**config.mk**
```make
export PLATFORM = sky130hd
export DESIGN_NAME = serial_frame_tx
export DESIGN_NICKNAME = d
export VERILOG_FILES = /design/src/rtl/serial_frame_tx.sv
export SDC_FILE = /design/constraint.sdc
export NUM_CORES = 1
export LEC_CHECK = 0
export CAP_MARGIN = 10
export CORE_MARGIN = 4
export CORE_UTILIZATION = 46
export CTS_CLUSTER_DIAMETER = 40
export DETAILED_ROUTE_END_ITERATION = 12
export GPL_ROUTABILITY_DRIVEN = 0
export PLACE_DENSITY = 0.7
export SYNTH_ARGS = -nofsm -noshare
export SYNTH_HDL_FRONTEND = slang
export SYNTH_SLANG_ARGS = --single-unit
```
**constraint.sdc**
```tcl
create_clock -name clk -period 2.1 [get_ports clk]
set_input_delay 0.42 -clock clk [delete_from_list [all_inputs] [get_ports clk]]
set_output_delay 0.42 -clock clk [all_outputs]
set_load 0.02 [all_outputs]
```
**src/rtl/serial_frame_tx.sv**
```systemverilog
// Serial frame transmitter: sends marker 1,1,0, then DATA_W payload bits MSB first,
// then IDLE_BITS guard zeros, advancing one bit per bit_en strobe.
module serial_frame_tx #(
    parameter int DATA_W    = 8,
    parameter int IDLE_BITS = 2
) (
    input  logic              clk,
    input  logic              nrst,
    input  logic              bit_en,
    input  logic [DATA_W-1:0] tx_data,
    input  logic              tx_valid,
    output logic              tx_ready,
    output logic              x_out,
    output logic              busy,
    output logic              frame_done
);

    localparam int MAX_N = (DATA_W > IDLE_BITS) ? ((DATA_W > 3) ? DATA_W : 3)
                                                : ((IDLE_BITS > 3) ? IDLE_BITS : 3);
    localparam int CW    = $clog2(MAX_N) + 1;

    // Handshake: a word transfers on any clk edge where tx_valid and tx_ready are
    // both high; tx_ready is a pure decode of IDLE, so upstream may hold tx_valid.
    typedef enum logic [1:0] {IDLE, SYNC, DATA, GAP} state_t;

    state_t            state, state_nxt;
    logic [CW-1:0]     cnt, cnt_nxt;
    logic [DATA_W-1:0] shreg, shreg_nxt;
    logic              x_nxt;
    logic              done_nxt;

    always_ff @(posedge clk or negedge nrst) begin
        if (!nrst) begin
            state      <= IDLE;
            cnt        <= '0;
            shreg      <= '0;
            x_out      <= 1'b0;
            frame_done <= 1'b0;
        end else begin
            state      <= state_nxt;
            cnt        <= cnt_nxt;
            shreg      <= shreg_nxt;
            x_out      <= x_nxt;
            frame_done <= done_nxt;
        end
    end

    always_comb begin
        state_nxt = state;
        cnt_nxt   = cnt;
        shreg_nxt = shreg;
        x_nxt     = x_out;
        done_nxt  = 1'b0;
        case (state)
            IDLE: begin
                // bit_en plays no part here; the first marker bit waits for a later strobe
                x_nxt = 1'b0;
                if (tx_valid) begin
                    shreg_nxt = tx_data;
                    cnt_nxt   = '0;
                    state_nxt = SYNC;
                end
            end
            SYNC: begin
                if (bit_en) begin
                    x_nxt = (cnt != CW'(2));
                    if (cnt == CW'(2)) begin
                        cnt_nxt   = '0;
                        state_nxt = DATA;
                    end else begin
                        cnt_nxt = cnt + CW'(1);
                    end
                end
            end
            DATA: begin
                if (bit_en) begin
                    x_nxt     = shreg[DATA_W-1];
                    shreg_nxt = shreg << 1;
                    if (cnt == CW'(DATA_W - 1)) begin
                        cnt_nxt   = '0;
                        state_nxt = GAP;
                    end else begin
                        cnt_nxt = cnt + CW'(1);
                    end
                end
            end
            GAP: begin
                if (bit_en) begin
                    x_nxt = 1'b0;
                    if (cnt == CW'(IDLE_BITS - 1)) begin
                        cnt_nxt   = '0;
                        state_nxt = IDLE;
                        done_nxt  = 1'b1;
                    end else begin
                        cnt_nxt = cnt + CW'(1);
                    end
                end
            end
            default: begin
                state_nxt = IDLE;
                cnt_nxt   = '0;
                x_nxt     = 1'b0;
            end
        endcase
    end

    assign tx_ready = (state == IDLE);
    assign busy     = (state != IDLE);

endmodule
```
==> reports/qor.csv, run 1 <==
metric,value,unit
status,"finished, final reports clean",
synth_seq_cells,16,
synth_top_area_cell,dfrtp_1,
remaining_drc_errors,0,
grt_antenna_before_repair,0,
clkTransAtPathRegs,0.09,ns
final_layout_size_suffix_gt1_share,14.5,%
grt_start_max_net_pins,17,
synth_cell_types,36,
power.density,1440,nW/um^2
synth_area_leaders,"dfrtp_1 (41%), ha_1 (10%), mux2i_1 (8.3%)",
synthArstFlopShare,100,%
grt_overflow_total,0,
grt_pass1_vias,706,
postSynthCellCount,98,
io_buffers,15,
fp.dieArea,2900,um^2
r2r_start,state[1],
track_usage,14.8,%
grt_pass1_wl,3090,um
period_share,97.1,%
ys_warn_count,0,
routed_via_density,5.21,
synth_enable_flop_cells,0,
syn-cell-area,967,um^2
drtPass1Iterations,4,
finalNetCount,139,
critPathLaunch,state[1],
die_w,53.9,um
critPathMaxFanout,4,
setup_violations,0,
placed_area,1160,um^2
final_area,1190,um^2
p_comb_share,59.5,%
antennaDiodeCount,0,
synthFlopType,dfrtp_1,
max_cap_viol_count,0,
clkLatencyLatePin,0.28,ns
layout_min_cycle_time,2.04,ns
p_sw,0.748,mW
crit_chain,"inv_1, ha_2, or4bb_1, a32o_2, nor2_4, mux2_1",
worst_r2r_endpoint,state[1],
ant_nets,0,
crit_buf_inv,1,
critPathTopFamily,simple AND/OR/NAND/NOR gates,
crit_arrival,2.21,ns
fp.coreArea,1980,um^2
clock_power_share,9.3,%
relSlewSlack,66.3,%
worstRegToRegCells,6,
wl,1880,um
ir_drop,0.000826,V
root_buffer,clkbuf_4,
cpPeakStageDelay,0.49,ns
hold_class,input port to asynchronous set/reset pin,
fmax,0.490,GHz
p_sw_share,43.6,%
holdBufCountCts,0,
cp-end-kind,register,
avgSynthCellArea,9.87,um^2
syn_to_final_growth,23.5,%
netlist.area_leader.share,41.4,%
floorplan.initialDensity,48.8,%
cp.required,2.27,ns
wl_per_cell,13.1,um
clock-skew-final,0.00559,ns
htree_levels,1,
worst_pin_slew,0.505,ns
power.internal,0.969,mW
endpoint,state[1],
total_power,1.72,mW
r2r_slack,0.06,ns
vias,750,
clock-sinks,16,
initialDrtViolationCount,12,
critical_path_class,register to register,
power_frac_seq,31.3,%
syn_nets,118,
cts_tree,yes,
final_max_slew_viol_count,0,
cts_buffers,3,
worstSetupPathDepth,6,
clockBufferDepth,2,
die_y,53.9,um
dp_hpwl,1420,um
leakagePower,0.519,nW
io_pins,16,
cpMaxStageDelayCell,or4bb_1,
hold_viol_final,0,
fillers,167,
setup.worst_path.start_class,register,
num_rows,16,
yosysSeqAreaShare,41.4,%
==> flip-flops by register name, indices dropped and copies added, names as in the netlist <==
| name | count |
|---|---|
| cnt | 4 |
| x_out | 1 |
| state | 2 |
| frame_done | 1 |
| shreg | 8 |
==> cells by family after synthesis <==
logic type	after synthesis	share of synthesized area, %
mux	10	10.6
compound gates	23	15.5
fa+ha+maj	8	10.3
simple gates	29	17.3
flops	16	41.4
buf+inv	12	4.79
==> per-layer routing <==
layer | global-route usage, % | vias to the layer above | routed length, um
met5 | 0 | - | 0
met4 | 5.11 | 0 | 25
met3 | 4.16 | 5 | 88
met2 | 21.8 | 15 | 844
met1 | 20.7 | 345 | 925
li1 | - | 385 | -
==> layout by cell type, fill, tap and decap left out, types with 2 or more instances in the layout <==
master,count
a21oi_1,8
a22o_1,2
buf_4,4
clkbuf_4,3
clkdlybuf4s50_1,13
dfrtp_1,15
dlygate4sd2_1,2
ha_1,6
ha_2,2
inv_1,9
mux2_1,2
mux2i_1,8
nand2_1,3
nand3_1,3
nor2_1,11
o21ai_1,3
==> worst min-delay path by stage <==
stage	startpoint	end	slack, ns	cells after the start
6_report	nrst	frame_done	0.45	2
5_1_grt	nrst	cnt[3]	0.45	2
4_1_cts	nrst	frame_done	0.45	2
3_5_place_dp	x_out	x_out	0.49	2
3_3_place_gp	x_out	x_out	0.47	2
2_1_floorplan	nrst	cnt[0]	0.12	0
==> synth_stat cells, types with 2 or more instances <==
cell type  count
mux2_1         2
nor2_1        11
o21ai_1        3
inv_1          9
nand3_1        3
mux2i_1        8
dfrtp_1       16
a21oi_1        8
a22o_1         2
nand2_1        3
ha_1           8
==> worst reg2reg max path: cells and delay by family, from the launching register on <==
kind | cells | cell delay, ns
and+or+nand+nor | 2 | 0.60
DFF | 1 | 0.39
AOI/OAI and AO/OA | 1 | 0.32
muxes | 1 | 0.32
adders and majority gates | 1 | 0.20
buffers and inverters | 1 | 0.09
==> power groups by stage <==
stage	Sequential, mW	Clock [mW]	Combinational (mW)
6_report	0.537	0.159	1.02
5_1_grt	0.557	0.181	1.15
4_1_cts	0.535	0.167	1.01
3_5_place_dp	0.543	0	1.02
3_3_place_gp	0.536	0	1.01
2_1_floorplan	0.527	0	0.776
==> stage by stage <==
stage / util, % / hold slack [ns] / TNS [ns] / worst slack [ns] / std cells
2_1_floorplan: - / 0.124 / 0 / 0.0820 / 98
3_3_place_gp: 58.6 / 0.470 / 0 / 0.0793 / 140
3_5_place_dp: 58.6 / 0.492 / 0 / 0.0256 / 140
4_1_cts: 59.6 / 0.452 / 0 / 0.0131 / 143
5_1_grt: 60.3 / 0.447 / -0.00973 / -0.00973 / 144
6_report: 60.3 / 0.446 / 0 / 0.0600 / 144
==> cell type report <==
class | count | area, um^2 | area share [%]
inverter | 9 | 33.8 | 2.83
multi-input combinational | 70 | 526 | 44.0
clock buffer | 3 | 22.5 | 1.88
tap | 27 | 33.8 | 2.83
timing repair buffer | 19 | 178 | 14.9
sequential | 16 | 402 | 33.6
==> what timing repair did <==
action,CTS,global route
resized for setup,2,3
setup endpoints to repair,2,1
endpoints found under the hold margin,0,0
pin swaps,0,0
buffers inserted,0,1
Power figures use the tool's default switching activity.
==> run 2, diff against run 1 <==
--- a/config.mk
+++ b/config.mk
@@ -5,7 +5,6 @@
 export SDC_FILE = /design/constraint.sdc
 export NUM_CORES = 1
 export LEC_CHECK = 0
-export CAP_MARGIN = 10
 export CORE_MARGIN = 4
 export CORE_UTILIZATION = 46
 export CTS_CLUSTER_DIAMETER = 40
==> results of run 2 <==
The final DEF is identical to that of run 1; final timing and power are the same.
==> run 3, diff against run 2 <==
--- a/config.mk
+++ b/config.mk
@@ -5,7 +5,6 @@
 export SDC_FILE = /design/constraint.sdc
 export NUM_CORES = 1
 export LEC_CHECK = 0
-export CORE_MARGIN = 4
 export CORE_UTILIZATION = 46
 export CTS_CLUSTER_DIAMETER = 40
 export DETAILED_ROUTE_END_ITERATION = 12
==> reports/qor.csv, run 3 (synthesized netlist as in run 1, its figures left out) <==
metric,value,unit
floorplan.initialDensity,49.3,%
worstRegToRegCells,5,
wl_per_cell,12.4,um
crit_chain,"ha_2, or4bb_1, a32o_2, nor2_4, mux2_4",
hold_viol_final,0,
clkTransAtPathRegs,0.10,ns
rsz0062_at_grt,true,
critPathMaxFanout,5,
finalNetCount,143,
grt_pass1_vias,646,
final_cell_mix,"dfrtp_1 (15), clkdlybuf4s50_1 (13), nor2_1 (11)",
relSlewSlack,67.8,%
clock_power_share,10.8,%
clockBufferDepth,2,
status,"finished, final reports clean",
antennaDiodeCount,0,
power_frac_seq,29.3,%
fp.dieArea,2290,um^2
final_layout_size_suffix_gt1_share,19.7,%
grt_start_max_net_pins,17,
regMostFlops,shreg,
grt_overflow_total,0,
top_regs,"shreg x8, cnt x4, state x2",
p_sw_share,41.8,%
vias,776,
cts_buffers,3,
cpPeakStageDelay,0.51,ns
io_pins,16,
r2r_start,cnt[1],
fp.coreArea,1960,um^2
root_buffer,clkbuf_4,
p_sw,0.768,mW
total_power,1.84,mW
final_common_cell,dfrtp_1,
power.internal,1.07,mW
ant_nets,0,
die_w,47.9,um
crit_buf_inv,0,
layout_min_cycle_time,2.05,ns
remaining_drc_errors,0,
final_max_slew_viol_count,0,
syn_to_final_growth,28.8,%
fmax,0.488,GHz
r2r_slack,0.05,ns
leakagePower,0.549,nW
htree_levels,1,
num_rows,16,
critical_path_class,register to register,
routed_via_density,5.21,
die_y,47.9,um
hold_class,input port to asynchronous set/reset pin,
grt_pass1_wl,2780,um
io_buffers,15,
cp-end-kind,register,
cp.required,2.27,ns
worst_pin_slew,0.483,ns
track_usage,18.0,%
period_share,97.5,%
cts_tree,yes,
max_cap_viol_count,0,
setup_violations,0,
cpMaxStageDelayCell,or4bb_1,
initialDrtViolationCount,21,
drtPass1Iterations,4,
final_area,1250,um^2
largest_reg_flops,8,
wl,1860,um
dp_hpwl,1410,um
worst_r2r_endpoint,state[1],
ir_drop,0.000762,V
clock-skew-final,0.0110,ns
crit_arrival,2.21,ns
p_comb_share,59.9,%
placed_area,1170,um^2
clock-sinks,16,
critPathTopFamily,simple AND/OR/NAND/NOR gates,
hold_ws,0.415,ns
clkLatencyLatePin,0.29,ns
power.density,1480,nW/um^2
grt_antenna_before_repair,0,
setup.worst_path.start_class,register,
[run 3: worst max-delay path by stage]
| stage | startpoint | depth (start not counted) | to |
|---|---|---|---|
| after floorplan | state[0] | 6 | state[1] |
| after detailed placement | state[1] | 6 | state[1] |
| after global routing | state[1] | 6 | state[1] |
| final | cnt[1] | 5 | state[1] |
| after global placement | state[1] | 6 | state[1] |
| after CTS | state[1] | 6 | state[1] |
[run 3: power groups by stage]
stage	sequential [mW]	combinational (mW)	clock [mW]
after detailed placement	0.542	1.02	0
after global placement	0.534	1.01	0
after floorplan	0.527	0.776	0
final	0.539	1.10	0.199
after global routing	0.554	1.23	0.219
after CTS	0.536	1.01	0.208
[run 3: per-layer routing]
layer	GRT usage [%]	part of all wire [%]	wire, um
met1	23.8	46	852
met2	28.4	48	894
met3	6.79	4.7	88
met5	0	0	0
met4	3.33	1.0	19
[run 3: through the flow]
| step | setup TNS (ns) | instances | setup slack [ns] | utilization (%) |
|---|---|---|---|---|
| after floorplan | 0 | 98 | 0.0820 | - |
| after CTS | 0 | 145 | 0.0275 | 61.3 |
| after detailed placement | 0 | 141 | 0.0416 | 59.6 |
| after global placement | 0 | 141 | 0.0843 | 59.6 |
| final | 0 | 149 | 0.0528 | 63.5 |
| after global routing | -0.0149 | 149 | -0.0149 | 63.5 |
[run 3: timing repair]
item | in CTS | in global routing
buffers inserted | 0 | 4
endpoints found under the setup margin | 2 | 1
hold buffers | 0 | 0
pin swaps | 0 | 4
resized for setup | 2 | 6
gates cloned | 0 | 0
[run 3: worst register-to-register path: stages, from the launching register on]
cell	delay [ns]
dfrtp_1	0.43
ha_2	0.23
or4bb_1	0.51
a32o_2	0.33
nor2_4	0.14
mux2_4	0.31
[run 3: layout make-up]
cell class / instances / area [um^2]
Multi-Input combinational cell: 70 / 529
Timing Repair Buffer: 23 / 211
Fill cell: 166 / 716
Tap cell: 27 / 33.8
Inverter: 9 / 33.8
Clock buffer: 4 / 36.3
Sequential cell: 16 / 402
